### src/rtl/compare_seq_if.sv
`default_nettype none
// ============================================================================
//  Module      : compare_seq_if
//  Description : Operand/result handshake bundle for the sequential
//                magnitude comparator. The master drives operands and
//                consumes results; the slave is the comparator itself.
//  Revision    : 1.0 - initial release
// ============================================================================
interface compare_seq_if #(
   parameter int WIDTH = 32
);
   logic             valid_i;
   logic             ready_o;
   logic [WIDTH-1:0] a_i;
   logic [WIDTH-1:0] b_i;
   logic             signed_i;
   logic             valid_o;
   logic             ready_i;
   logic             equal_o;
   logic             alarger_o;
   logic             blarger_o;

   modport master (
      output valid_i, a_i, b_i, signed_i, ready_i,
      input  ready_o, valid_o, equal_o, alarger_o, blarger_o
   );

   modport slave (
      input  valid_i, a_i, b_i, signed_i, ready_i,
      output ready_o, valid_o, equal_o, alarger_o, blarger_o
   );
endinterface
`default_nettype wire

### src/rtl/compare_seq.sv
`default_nettype none
// ============================================================================
//  Module      : compare_seq
//  Description : Multi-cycle magnitude comparator. Scans CHUNK bits per
//                cycle from the most significant chunk downwards and stops
//                at the first differing chunk. Signed mode flips both MSBs
//                at latch time so the scan is always an unsigned compare.
//  Revision    : 1.0 - initial release
// ============================================================================
module compare_seq #(
   parameter int WIDTH = 32,
   parameter int CHUNK = 4
) (
   input  logic         clk_i,
   input  logic         rst_ni,
   compare_seq_if.slave bus
);

   localparam int NUM_CHUNKS = WIDTH / CHUNK;
   localparam int IDX_W      = (NUM_CHUNKS > 1) ? $clog2(NUM_CHUNKS) : 1;
   localparam logic [IDX_W-1:0] LAST_IDX  = IDX_W'(NUM_CHUNKS - 1);
   localparam logic [WIDTH-1:0] SIGN_MASK = {1'b1, {(WIDTH-1){1'b0}}};

   typedef enum logic [1:0] {
      IDLE = 2'd0,
      SCAN = 2'd1,
      DONE = 2'd2
   } state_t;

   state_t           state;
   state_t           next_state;
   logic [IDX_W-1:0] idx;
   logic [WIDTH-1:0] op_a;
   logic [WIDTH-1:0] op_b;
   logic             valid;
   logic             equal;
   logic             a_larger;
   logic             b_larger;

   logic [CHUNK-1:0] cur_a;
   logic [CHUNK-1:0] cur_b;
   logic             accept;
   logic             chunk_differs;
   logic             last_chunk;
   logic             release_result;

   assign accept         = bus.valid_i && (state == IDLE);
   assign chunk_differs  = (cur_a != cur_b);
   assign last_chunk     = (idx == '0);
   assign release_result = valid && bus.ready_i;

   // Select the chunk pair addressed by the scan index; an explicit compare
   // per chunk keeps the mux free of out-of-range selects for any NUM_CHUNKS.
   always_comb begin
      cur_a = '0;
      cur_b = '0;
      for (int i = 0; i < NUM_CHUNKS; i++) begin
         if (idx == IDX_W'(i)) begin
            cur_a = op_a[i*CHUNK +: CHUNK];
            cur_b = op_b[i*CHUNK +: CHUNK];
         end
      end
   end

   // Next-state decode: accept in IDLE, stop scanning on a difference or
   // after the last chunk, leave DONE on the result handshake.
   always_comb begin
      next_state = state;
      case (state)
         IDLE: if (accept) next_state = SCAN;
         SCAN: if (chunk_differs || last_chunk) next_state = DONE;
         DONE: if (release_result) next_state = IDLE;
         default: next_state = IDLE;
      endcase
   end

   // State register.
   always_ff @(posedge clk_i or negedge rst_ni) begin
      if (!rst_ni) begin
         state <= IDLE;
      end else begin
         state <= next_state;
      end
   end

   // Operand capture and scan index; the index only moves while scanning
   // continues, so it never leaves 0..NUM_CHUNKS-1.
   always_ff @(posedge clk_i or negedge rst_ni) begin
      if (!rst_ni) begin
         idx  <= LAST_IDX;
         op_a <= '0;
         op_b <= '0;
      end else if (accept) begin
         idx  <= LAST_IDX;
         op_a <= bus.a_i ^ (bus.signed_i ? SIGN_MASK : '0);
         op_b <= bus.b_i ^ (bus.signed_i ? SIGN_MASK : '0);
      end else if ((state == SCAN) && !chunk_differs && !last_chunk) begin
         idx <= idx - IDX_W'(1);
      end
   end

   // Result registers: written once when the scan resolves, then held
   // until the next scan resolves.
   always_ff @(posedge clk_i or negedge rst_ni) begin
      if (!rst_ni) begin
         valid    <= 1'b0;
         equal    <= 1'b0;
         a_larger <= 1'b0;
         b_larger <= 1'b0;
      end else begin
         valid <= (next_state == DONE);
         if (state == SCAN) begin
            if (chunk_differs) begin
               equal    <= 1'b0;
               a_larger <= (cur_a > cur_b);
               b_larger <= (cur_a < cur_b);
            end else if (last_chunk) begin
               equal    <= 1'b1;
               a_larger <= 1'b0;
               b_larger <= 1'b0;
            end
         end
      end
   end

   assign bus.ready_o   = (state == IDLE);
   assign bus.valid_o   = valid;
   assign bus.equal_o   = equal;
   assign bus.alarger_o = a_larger;
   assign bus.blarger_o = b_larger;

endmodule
`default_nettype wire

### src/flat_wrapper.sv
// flat-port wrapper written by rule: the top's interface ports become plain ports
module compare_seq_flat 
#(
   parameter int WIDTH = 32,
   parameter int CHUNK = 4
)
  (clk_i, rst_ni, bus_valid_i, bus_a_i, bus_b_i, bus_signed_i, bus_ready_i, bus_ready_o, bus_valid_o, bus_equal_o, bus_alarger_o, bus_blarger_o);
  compare_seq_if #(.WIDTH(WIDTH)) bus_i ();
  input  logic clk_i;
  input  logic rst_ni;
  input wire logic [$bits(bus_i.valid_i)-1:0] bus_valid_i;
  input wire logic [$bits(bus_i.a_i)-1:0] bus_a_i;
  input wire logic [$bits(bus_i.b_i)-1:0] bus_b_i;
  input wire logic [$bits(bus_i.signed_i)-1:0] bus_signed_i;
  input wire logic [$bits(bus_i.ready_i)-1:0] bus_ready_i;
  output wire logic [$bits(bus_i.ready_o)-1:0] bus_ready_o;
  output wire logic [$bits(bus_i.valid_o)-1:0] bus_valid_o;
  output wire logic [$bits(bus_i.equal_o)-1:0] bus_equal_o;
  output wire logic [$bits(bus_i.alarger_o)-1:0] bus_alarger_o;
  output wire logic [$bits(bus_i.blarger_o)-1:0] bus_blarger_o;
  assign bus_i.valid_i = bus_valid_i;
  assign bus_i.a_i = bus_a_i;
  assign bus_i.b_i = bus_b_i;
  assign bus_i.signed_i = bus_signed_i;
  assign bus_i.ready_i = bus_ready_i;
  assign bus_ready_o = bus_i.ready_o;
  assign bus_valid_o = bus_i.valid_o;
  assign bus_equal_o = bus_i.equal_o;
  assign bus_alarger_o = bus_i.alarger_o;
  assign bus_blarger_o = bus_i.blarger_o;
  compare_seq #(.WIDTH(WIDTH), .CHUNK(CHUNK)) u_core (.clk_i(clk_i), .rst_ni(rst_ni), .bus(bus_i));
endmodule
### config.mk
export PLATFORM = sky130hd
export DESIGN_NAME = compare_seq_flat
export DESIGN_NICKNAME = d
export VERILOG_FILES = /design/src/rtl/compare_seq_if.sv /design/src/rtl/compare_seq.sv /design/src/flat_wrapper.sv
export SDC_FILE = /design/constraint.sdc
export NUM_CORES = 1
export LEC_CHECK = 0
export ABC_AREA = 1
export BUFFER_PORTS_ARGS = -buffer_cell sky130_fd_sc_hd__buf_2
export CORE_ASPECT_RATIO = 1.75
export CORE_UTILIZATION = 55
export DETAILED_ROUTE_END_ITERATION = 8
export PLACE_DENSITY = 0.8
export SYNTH_ARGS = -nofsm -noshare
export SYNTH_HDL_FRONTEND = slang
export SYNTH_SLANG_ARGS = --single-unit
### constraint.sdc
create_clock -name clk_i -period 3.5 [get_ports clk_i]
set_input_delay 0.35 -clock clk_i [delete_from_list [all_inputs] [get_ports clk_i]]
set_output_delay 0.35 -clock clk_i [all_outputs]
set_load 0.1 [all_outputs]
---- Word level (Yosys, flattened, before mapping) ----
Cells that the tools add are included.
word-level totals
  register bits after elaboration ......... 73
  bits of input ports ..................... 69
  output and inout port bits .............. 5
  word-level logic and storage cells ...... 64
operators by class
  $add $sub $neg .......................... 1
  magnitude comparators ................... 2
  eq/ne operators ......................... 11
  multiplexer cells ....................... 28
  bitwise operators ....................... 2
  reduce and logical (&&, ||, !) cells .... 12
operators with widths
  operator                                              number
  2-to-1 mux 4 bit                                      16
  bitwise XOR 32 bit                                    2
  2-to-1 mux 32 bit                                     1
  equality test 3 bit (second input constant)           4
  equality test 3 x 2 -> 1 bit (second input constant)  2
  2-to-1 mux 2 bit                                      3
  2-to-1 mux 3 bit                                      2
  one-hot mux 2 bit (3 select lines)                    1
  2-to-1 mux 1 bit                                      5
  equality test 2 bit (second input constant)           2
  > comparator 4 bit                                    1
  logical AND 1 bit                                     4
  < comparator 4 bit                                    1
  != test 4 bit                                         1
  nonzero test 2 bit                                    2
  equality test 3 x 1 -> 1 bit (second input constant)  1
  logical NOT 3 bit                                     1
  subtractor 3 x 1 -> 3 bit (second input constant)     1
  equality test 2 x 1 -> 1 bit (second input constant)  1
  logical NOT 1 bit                                     2
  logical NOT 2 bit                                     1
  AND reduction 2 bit                                   1
  logical OR 1 bit                                      1

---- Depth between registers and ports, before layout ----
Gate-level depths: netlist (run 1).
  depth after elaboration ................. 15
  mapped depth ............................ 20

---- Worst setup path before layout (run 1) ----
No wires, ideal clock.
  path type ............................... reg2reg
  start ................................... register u_core.state[1]
  end ..................................... register u_core.op_a[21]
  setup time .............................. 0.116 ns
  arrival time ............................ 2.510 ns
  required time ........................... 3.384 ns
  path slack .............................. 0.874 ns
  stages on the path, launching flop included .. 7
  buffers on the path ..................... 2
  clock period less this slack ............ 2.626 ns
  path through ............................ dfrtp_1 -> nor2_1 -> nand2_1 -> buf_2 -> buf_2 -> nand2_1 -> nand2_1
on the way
  longest elaborated chain between the ends .. 2
ends and longest elaborated chain
  item                    line                source
  from (decl)             compare_seq.sv:30   state_t state;
  from (signal assigned)  compare_seq.sv:82   state <= next_state;
  logical NOT 2 bit       -
  net bus_ready_o         flat_wrapper.sv:16  output wire logic [$bits(bus_i.ready_o)-1:0] bus_ready_o;
  logical AND 1 bit       compare_seq.sv:47   assign accept = bus.valid_i && (state == IDLE);
  to (signal assigned)    compare_seq.sv:95   op_a <= bus.a_i ^ (bus.signed_i ? SIGN_MASK : '0);
  to (decl)               compare_seq.sv:33   logic [WIDTH-1:0] op_a;
The timed path passes the listed nets, and every way through them passes these cells.
A chain may end at the register's enable or synchronous reset.

---- Worst setup path in the final report (run 1) ----
  start ................................... register u_core.idx[0]
  end ..................................... register u_core.idx[2]
on the way
  longest elaborated chain between the ends .. 14
  elaborated cells between the ends (all ways) .. 33
  those cells by class .................... 1 x add/sub; 8 x eq/ne; 18 x mux; 6 x reduce/logical
ends and longest elaborated chain
  item                                 line                                  source
  from (decl)                          compare_seq.sv:32                     logic [IDX_W-1:0] idx;
  from (signal assigned)               compare_seq.sv:98                     idx <= idx - IDX_W'(1);
  logical NOT 3 bit                    compare_seq.sv:49, compare_seq.sv:58
  2-to-1 mux 4 bit (8 in a row)        compare_seq.sv:58                     if (idx == IDX_W'(i)) begin
  != test 4 bit                        compare_seq.sv:48                     assign chunk_differs = (cur_a != cur_b);
  logical NOT 1 bit                    compare_seq.sv:97                     end else if ((state == SCAN) && !chunk_differs && !last_chunk) begin
  logical AND 1 bit (2 in a row)       compare_seq.sv:97
  nonzero test 2 bit (no source line)  -
Several ways; a longest one is shown, not always the timed one. The select of a mux whose other input is x is not followed.

==> results of run 1 <==
cells in the final DEF, fill, tap and decap left out, drive strengths merged:
master and count:
nand2 280, buf 76, dfrtp 70, inv 38
nor2 29, o21ai 17, nand3 13, clkbuf 13
ha 9, nand4 8, a21oi 8, or2 4
clkinv 3, dfstp 3, xnor2 2, o21a 1
a22o 1
stage by stage:
stage          hold WS, ns  cell area, um2  setup slack [ns]  power [W]  instances
3_3_place_gp        0.4565            4101            0.7913   0.002983        641
5_1_grt             0.2046            4377            0.4235   0.004183        657
6_report            0.2016            4377            0.6556   0.003868        657
4_1_cts             0.1986            4377            0.6643   0.003894        657
2_1_floorplan      0.05441            3755            0.8740   0.002676        504
3_5_place_dp        0.4659            4101            0.6755   0.003031        641
logic make-up (layout without fill, tap and decap cells):
family / after synthesis / in the layout / synth area share [%]
adders and majority gates: 9 / 9 / 2.999
AOI/OAI and AO/OA: 27 / 27 / 3.766
DFF: 73 / 73 / 48.75
xor gates and xnor gates: 2 / 2 / 0.4666
buffers and inverters: 59 / 130 / 7.831
and+or+nand+nor: 334 / 334 / 36.19
critical path: cells and delay by family, from the launching register on:
| family | cells | cell delay (ns) |
|---|---|---|
| AND/OR/NAND/NOR | 9 | 1.19 |
| adder cells (fa/ha/maj) | 2 | 0.76 |
| flip-flops | 1 | 0.54 |
| AO/OA/AOI/OAI | 3 | 0.25 |
area by class of cell:
| cell class | count | area (um2) | share of cell area, % |
|---|---|---|---|
| Sequential cell | 73 | 1831 | 41.82 |
| Inverter | 38 | 147.6 | 3.373 |
| Clock inverter | 3 | 15.01 | 0.3431 |
| Clock buffer | 13 | 260.3 | 5.946 |
| Tap cell | 82 | 102.6 | 2.344 |
| Multi-Input combinational cell | 372 | 1633 | 37.31 |
| Timing Repair Buffer | 76 | 387.9 | 8.862 |
report_power, final:
part	total (W)	internal, W	switching, W
sequential	0.00150	0.00125	0.000248
clock	0.000846	0.000514	0.000332
combinational	0.00152	0.000502	0.00102
synthesized netlist by cell type (all sizes together):
cell type	count
a21oi	8
a22o	1
buf	18
clkbuf	3
dfrtp	70
dfstp	3
ha	9
inv	38
nand2	280
nand3	13
nand4	8
nor2	29
o21a	1
o21ai	17
or2	4
xnor2	2
how the worst max path moves through the flow:
stage,depth (start not counted),end,slack (ns)
global route,18,u_core.idx[2],0.42
detailed placement,14,u_core.idx[2],0.68
floorplan,6,u_core.op_a[21],0.87
CTS,14,u_core.idx[2],0.66
global placement,14,u_core.idx[2],0.79
finish,14,u_core.idx[2],0.66
layer usage:
metal / GRT usage (%) / wire length, um
met5: 0 / 0
met4: 14.81 / 316
met3: 5.247 / 292
met2: 43.58 / 4110
met1: 30.33 / 3348
flip-flops by register name (all words and copies together) (netlist names):
name,cells
u_core.bus.alarger_o,1
u_core.op_a,32
u_core.idx,3
u_core.bus.valid_o,1
u_core.op_b,32
u_core.bus.equal_o,1
u_core.state,2
u_core.bus.blarger_o,1
==> results.json, run 1 <==
{
  "clk_pin_slew_worst_paths_ns": 0.05,
  "ys_top_cells_by_area": "dfrtp_1 (47%), nand2_1 (27%), inv_1 (3.5%)",
  "drtAntennaViolNets": 0,
  "grt_pass1_wl_mm": 14.30,
  "fp.dieW_um": 64.46,
  "hold_depth": 3,
  "hold_class": "in2reg",
  "placeableCoreArea_mm2": 0.006539,
  "critPathCaptureType": "flip-flop",
  "ys_types": 27,
  "syn2layout_area_growth_pct": 16.56,
  "overflow": 0,
  "die_area_mm2": 0.007175,
  "slew-limit-headroom_pct": 26.96,
  "reg2reg_to": "u_core.idx[2]",
  "synth_nets": 582,
  "gp_congestion": 0.8774,
  "timing.final.crit_share_pct": 81.27,
  "fin_nets": 648,
  "start_util_pct": 57.42,
  "cts_buffers": 9,
  "num_vias": 3228,
  "cellLeakagePower_nw": 2.496,
  "reg2regPathDepth": 14,
  "p_per_area_mw_per_mm2": 883.7,
  "drc": 0,
  "grt_pass1_vias": 3353,
  "syn_avg_cell_area_um2": 7.450,
  "max_stage_delay_ns": 0.54,
  "r2r_slack_ns": 0.66,
  "clock_path_buffers": 2,
  "io_buffers": 73,
  "path_cells": "ha_1 > nand2_2 > nor2_1 > nor2_1 > nand2_1 > a21oi_1 > ha_1 > nand2_1 > nor2_1 > nand2_4 > nor2_4 > nand2_1 > a21oi_1 > o21ai_1",
  "crit_path_start_kind": "flip-flop",
  "synth_cells": 504,
  "status": "completed",
  "cp_slowest_cell": "dfstp_2",
  "htree_levels": 3,
  "synth_top_area_share_pct": 46.65,
  "cp_data_arrival_time_ns": 3.10,
  "clk_latency_ns": 0.34,
  "die_y_um": 111.3,
  "finalCriticalPeriod_ns": 2.844,
  "firstDrtPassIters": 4,
  "finish.utilization_pct": 66.93,
  "yosys_warnings": 0,
  "placementRows": 39,
  "fillers": 613,
  "drtIter0Drc": 233,
  "critPathLaunch": "u_core.idx[0]",
  "rsz0062_at_grt": "false",
  "routed_wl_mm": 8.067,
  "hold_viol_final": 0,
  "clock_skew_ns": 0.003822,
  "hpwl_mm": 5.744,
  "cts_resized": 0,
  "drv_slew": 0,
  "synth_top_cell_by_area": "dfrtp_1",
  "tightest_slew_ns": 1.096,
  "clock_sinks": 73,
  "cts_hold_buf": 0,
  "cp.required_ns": 3.76,
  "worstReg2RegStart": "u_core.idx[0]",
  "viasPerCell": 4.913,
  "n_antenna_cell": 0,
  "vdd_drop_max_uv": 462.7,
  "critPathMaxFanout": 16,
  "synth_seq_cells": 73,
  "track_usage_pct": 26.02,
  "worst-setup-path-type": "reg2reg",
  "drv_cap": 0,
  "setup_viol": 0,
  "antenna_found_initial": 0,
  "tns_ns": 0,
  "syn_area_mm2": 0.003755,
  "io_pins": 74,
  "hold_path_end": "u_core.op_a[16]",
  "yosysSeqAreaShare_pct": 48.75,
  "max_clock_freq_mhz": 351.6,
  "cts_root_buf": "clkbuf_16",
  "grt_max_degree": 68,
  "drive_above_1_share_pct": 18.96,
  "worstHoldStart": "bus_a_i[16]",
  "cts_tree": "done",
  "cts_setup_buffers": 0,
  "drt-wirelength-per-cell_um": 12.28
}
Power figures use the tool's default switching activity.
==> run 2, diff against run 1 <==
Settings changed: ABC_AREA 1 to 0.
Clock period 3.5 ns to 2.9 ns, I/O delays scaled along.
==> run 2 against run 1 <==
Net effect:
- die area shrank 4.9%
- largest cell class unchanged
- first-iteration DRC count down 26%
- non-clock buffer count increased by 19
- maximum frequency down 0.29%
- synthesized cell count is 17% lower
- hold slack worse by 0.16 ns
- clock power decreased by 2.6%
- worst setup slack worse by 0.61 ns
==> results.json, run 2 <==
{
  "pre_cts_ws_ns": -0.1874,
  "clk_pin_slew_worst_paths_ns": 0.07,
  "routed_wl_mm": 8.494,
  "place_area_mm2": 0.004055,
  "critPathMaxFanout": 8,
  "slew-limit-headroom_pct": 28.50,
  "final_cell_mix": "nand2_1 (187), buf_2 (73), dfrtp_1 (70), o21ai_0 (18), a21oi_1 (17)",
  "synth-xor-area-share_pct": 0.7371,
  "status": "completed",
  "layout_setup_ws_ns": 0.04740,
  "drtIter0Drc": 173,
  "io_buffers": 73,
  "p_switching_w": 0.002021,
  "vdd_drop_max_uv": 530.8,
  "die_area_mm2": 0.006820,
  "final-seq-area_mm2": 0.001831,
  "fp.dieW_um": 62.86,
  "hold_class": "in2async",
  "async_flop_share_pct": 100.0,
  "drv_slew": 0,
  "ys_types": 32,
  "drtAntennaViolNets": 0,
  "grt_max_degree": 62,
  "fillers": 505,
  "synth_ff_type": "dfrtp_1",
  "clock_sinks": 73,
  "cp.required_ns": 3.19,
  "yosys_warnings": 0,
  "multi_input_area_mm2": 0.001660,
  "timing.final.crit_share_pct": 98.37,
  "syn2layout_area_growth_pct": 23.94,
  "yosysSeqAreaShare_pct": 51.35,
  "synth_compound_area_share_pct": 12.81,
  "syn_avg_cell_area_um2": 8.508,
  "synth_seq_cells": 73,
  "synth_edf_count": 0,
  "final_cells": 581,
  "placeableCoreArea_mm2": 0.006228,
  "drv_cap": 0,
  "track_usage_pct": 27.18,
  "clkPwrFrac_pct": 16.8,
  "yosys.area_share.simple_pct": 25.17,
  "overflow": 0,
  "synth_top_family_by_area": "simple AND/OR/NAND/NOR gates",
  "cellLeakagePower_nw": 2.312,
  "synth_top_cell_by_area": "dfrtp_1",
  "gp_congestion": 0.9194,
  "clk_latency_ns": 0.36,
  "p_per_area_mw_per_mm2": 1113,
  "viasPerCell": 5.274,
  "grt_pass1_vias": 2974,
  "ys_top_cells_by_area": "dfrtp_1 (49%), nand2_1 (20%), o21ai_0 (3.2%)",
  "n_antenna_cell": 0,
  "htree_levels": 3,
  "cts_hold_buf": 0,
  "rsz0062_at_grt": "true",
  "swShare_pct": 41.11,
  "firstDrtPassIters": 4,
  "critPathCaptureType": "flip-flop",
  "max_clock_freq_mhz": 350.6,
  "layout_commonest_cell": "nand2_1",
  "antenna_found_initial": 0,
  "placementRows": 38,
  "synth_top_area_share_pct": 49.14,
  "finalCriticalPeriod_ns": 2.853,
  "combPwrFrac_pct": 46.1,
  "cts_buffers": 9,
  "drc": 0,
  "p_int_w": 0.002896,
  "io_pins": 74,
  "synth_cells": 419,
  "drive_above_1_share_pct": 26.95,
  "setup_viol": 0,
  "top_regs": "u_core.op_a x32, u_core.op_b x32, u_core.idx x3",
  "tightest_slew_ns": 1.069,
  "crit_path_start_kind": "flip-flop",
  "post-synth-top-count-cell": "nand2_1",
  "synthMuxAreaShare_pct": 1.404,
  "synthAdderAreaFrac_pct": 3.159,
  "worst-setup-path-type": "reg2reg",
  "hold_viol_final": 0,
  "hpwl_mm": 5.955,
  "cp_data_arrival_time_ns": 3.14,
  "grt_pass1_wl_mm": 13.77,
  "num_vias": 3064,
  "finish.utilization_pct": 70.93,
  "synth_nets": 497,
  "die_y_um": 108.5,
  "final_design_area_no_fill_mm2": 0.004418,
  "clock_skew_ns": 0.007732,
  "cts_root_buf": "clkbuf_8",
  "cts_tree": "done",
  "place_inst": 562,
  "start_util_pct": 57.23,
  "syn_area_mm2": 0.003565,
  "yosys-top-cells-count": "nand2_1 (188), dfrtp_1 (70), o21ai_0 (23), a21oi_1 (18), buf_2 (14)",
  "drt-wirelength-per-cell_um": 14.62,
  "fin_nets": 574,
  "fin_hold_ws_ns": 0.03904,
  "seq_power_share_pct": 37.2,
  "clock_path_buffers": 2
}
[run 2: layer usage]
metal  global-route usage, %  vias to the layer above  wire, um
li1                        -                     1531         -
met1                   31.99                     1427      3527
met2                   46.43                       84      4315
met3                   4.852                       22       336
met4                   15.45                        0       314
met5                       0                        -         0
[run 2: path summary, 6_finish.rpt]
kind                                  from              end  slack, ns  cells after the start
max                          u_core.idx[1]    u_core.idx[2]       0.05                     10
min                                 rst_ni   u_core.op_b[9]       0.04                      1
max reg2reg                  u_core.idx[1]    u_core.idx[2]       0.05                     10
min reg2reg                u_core.op_a[23]  u_core.op_a[23]       0.48                      2
max in group asynchronous           rst_ni    u_core.idx[2]       2.13                      2
min in group clk_i             bus_b_i[17]  u_core.op_b[17]       0.11                      3
[run 2: timing repair]
action / 4_1_cts / 5_1_grt
resized for setup: 22 / 12
gates cloned: 0 / 0
endpoints found under the setup margin: 5 / 6
pin swaps: 7 / 4
setup buffers: 2 / 1
[run 2: cell type report]
| class | instances | share of cell area (%) |
|---|---|---|
| multi-input combinational | 305 | 37.58 |
| clock inverter | 2 | 0.7930 |
| timing repair buffer | 95 | 13.00 |
| tap | 80 | 2.266 |
| sequential | 73 | 41.43 |
| inverter | 12 | 1.020 |
| clock buffer | 14 | 3.908 |
[run 2: worst max-delay path: stages, from the launching register on]
cell       delay, ns
dfstp_2         0.56
inv_2           0.05
ha_2            0.19
or3b_4          0.47
a221oi_2        0.24
a2111oi_2       0.09
ha_1            0.32
nand4_1         0.14
or3b_4          0.45
nor2_4          0.10
mux2i_1         0.18
[run 2: through the flow]
stage	total power [W]	setup TNS, ns
floorplan	0.003236	0
global placement	0.003785	-0.2227
detailed placement	0.003856	-0.4223
CTS	0.004795	0
global route	0.005282	-0.1647
finish	0.004917	0
[run 2: cells by family after synthesis]
group	after synthesis
AO/OA/AOI/OAI	69
adder cells (fa/ha/maj)	9
buffers and inverters	41
multiplexers	5
AND/OR/NAND/NOR	219
flip-flops	73
XOR/XNOR	3
[run 2: power groups by stage]
stage / clock (W) / sequential, W / combinational [W]
after global placement: 0 / 0.00180 / 0.00199
after CTS: 0.000837 / 0.00181 / 0.00215
after detailed placement: 0 / 0.00181 / 0.00205
after floorplan: 0 / 0.00184 / 0.00140
final: 0.000824 / 0.00183 / 0.00227
after global routing: 0.000883 / 0.00187 / 0.00253
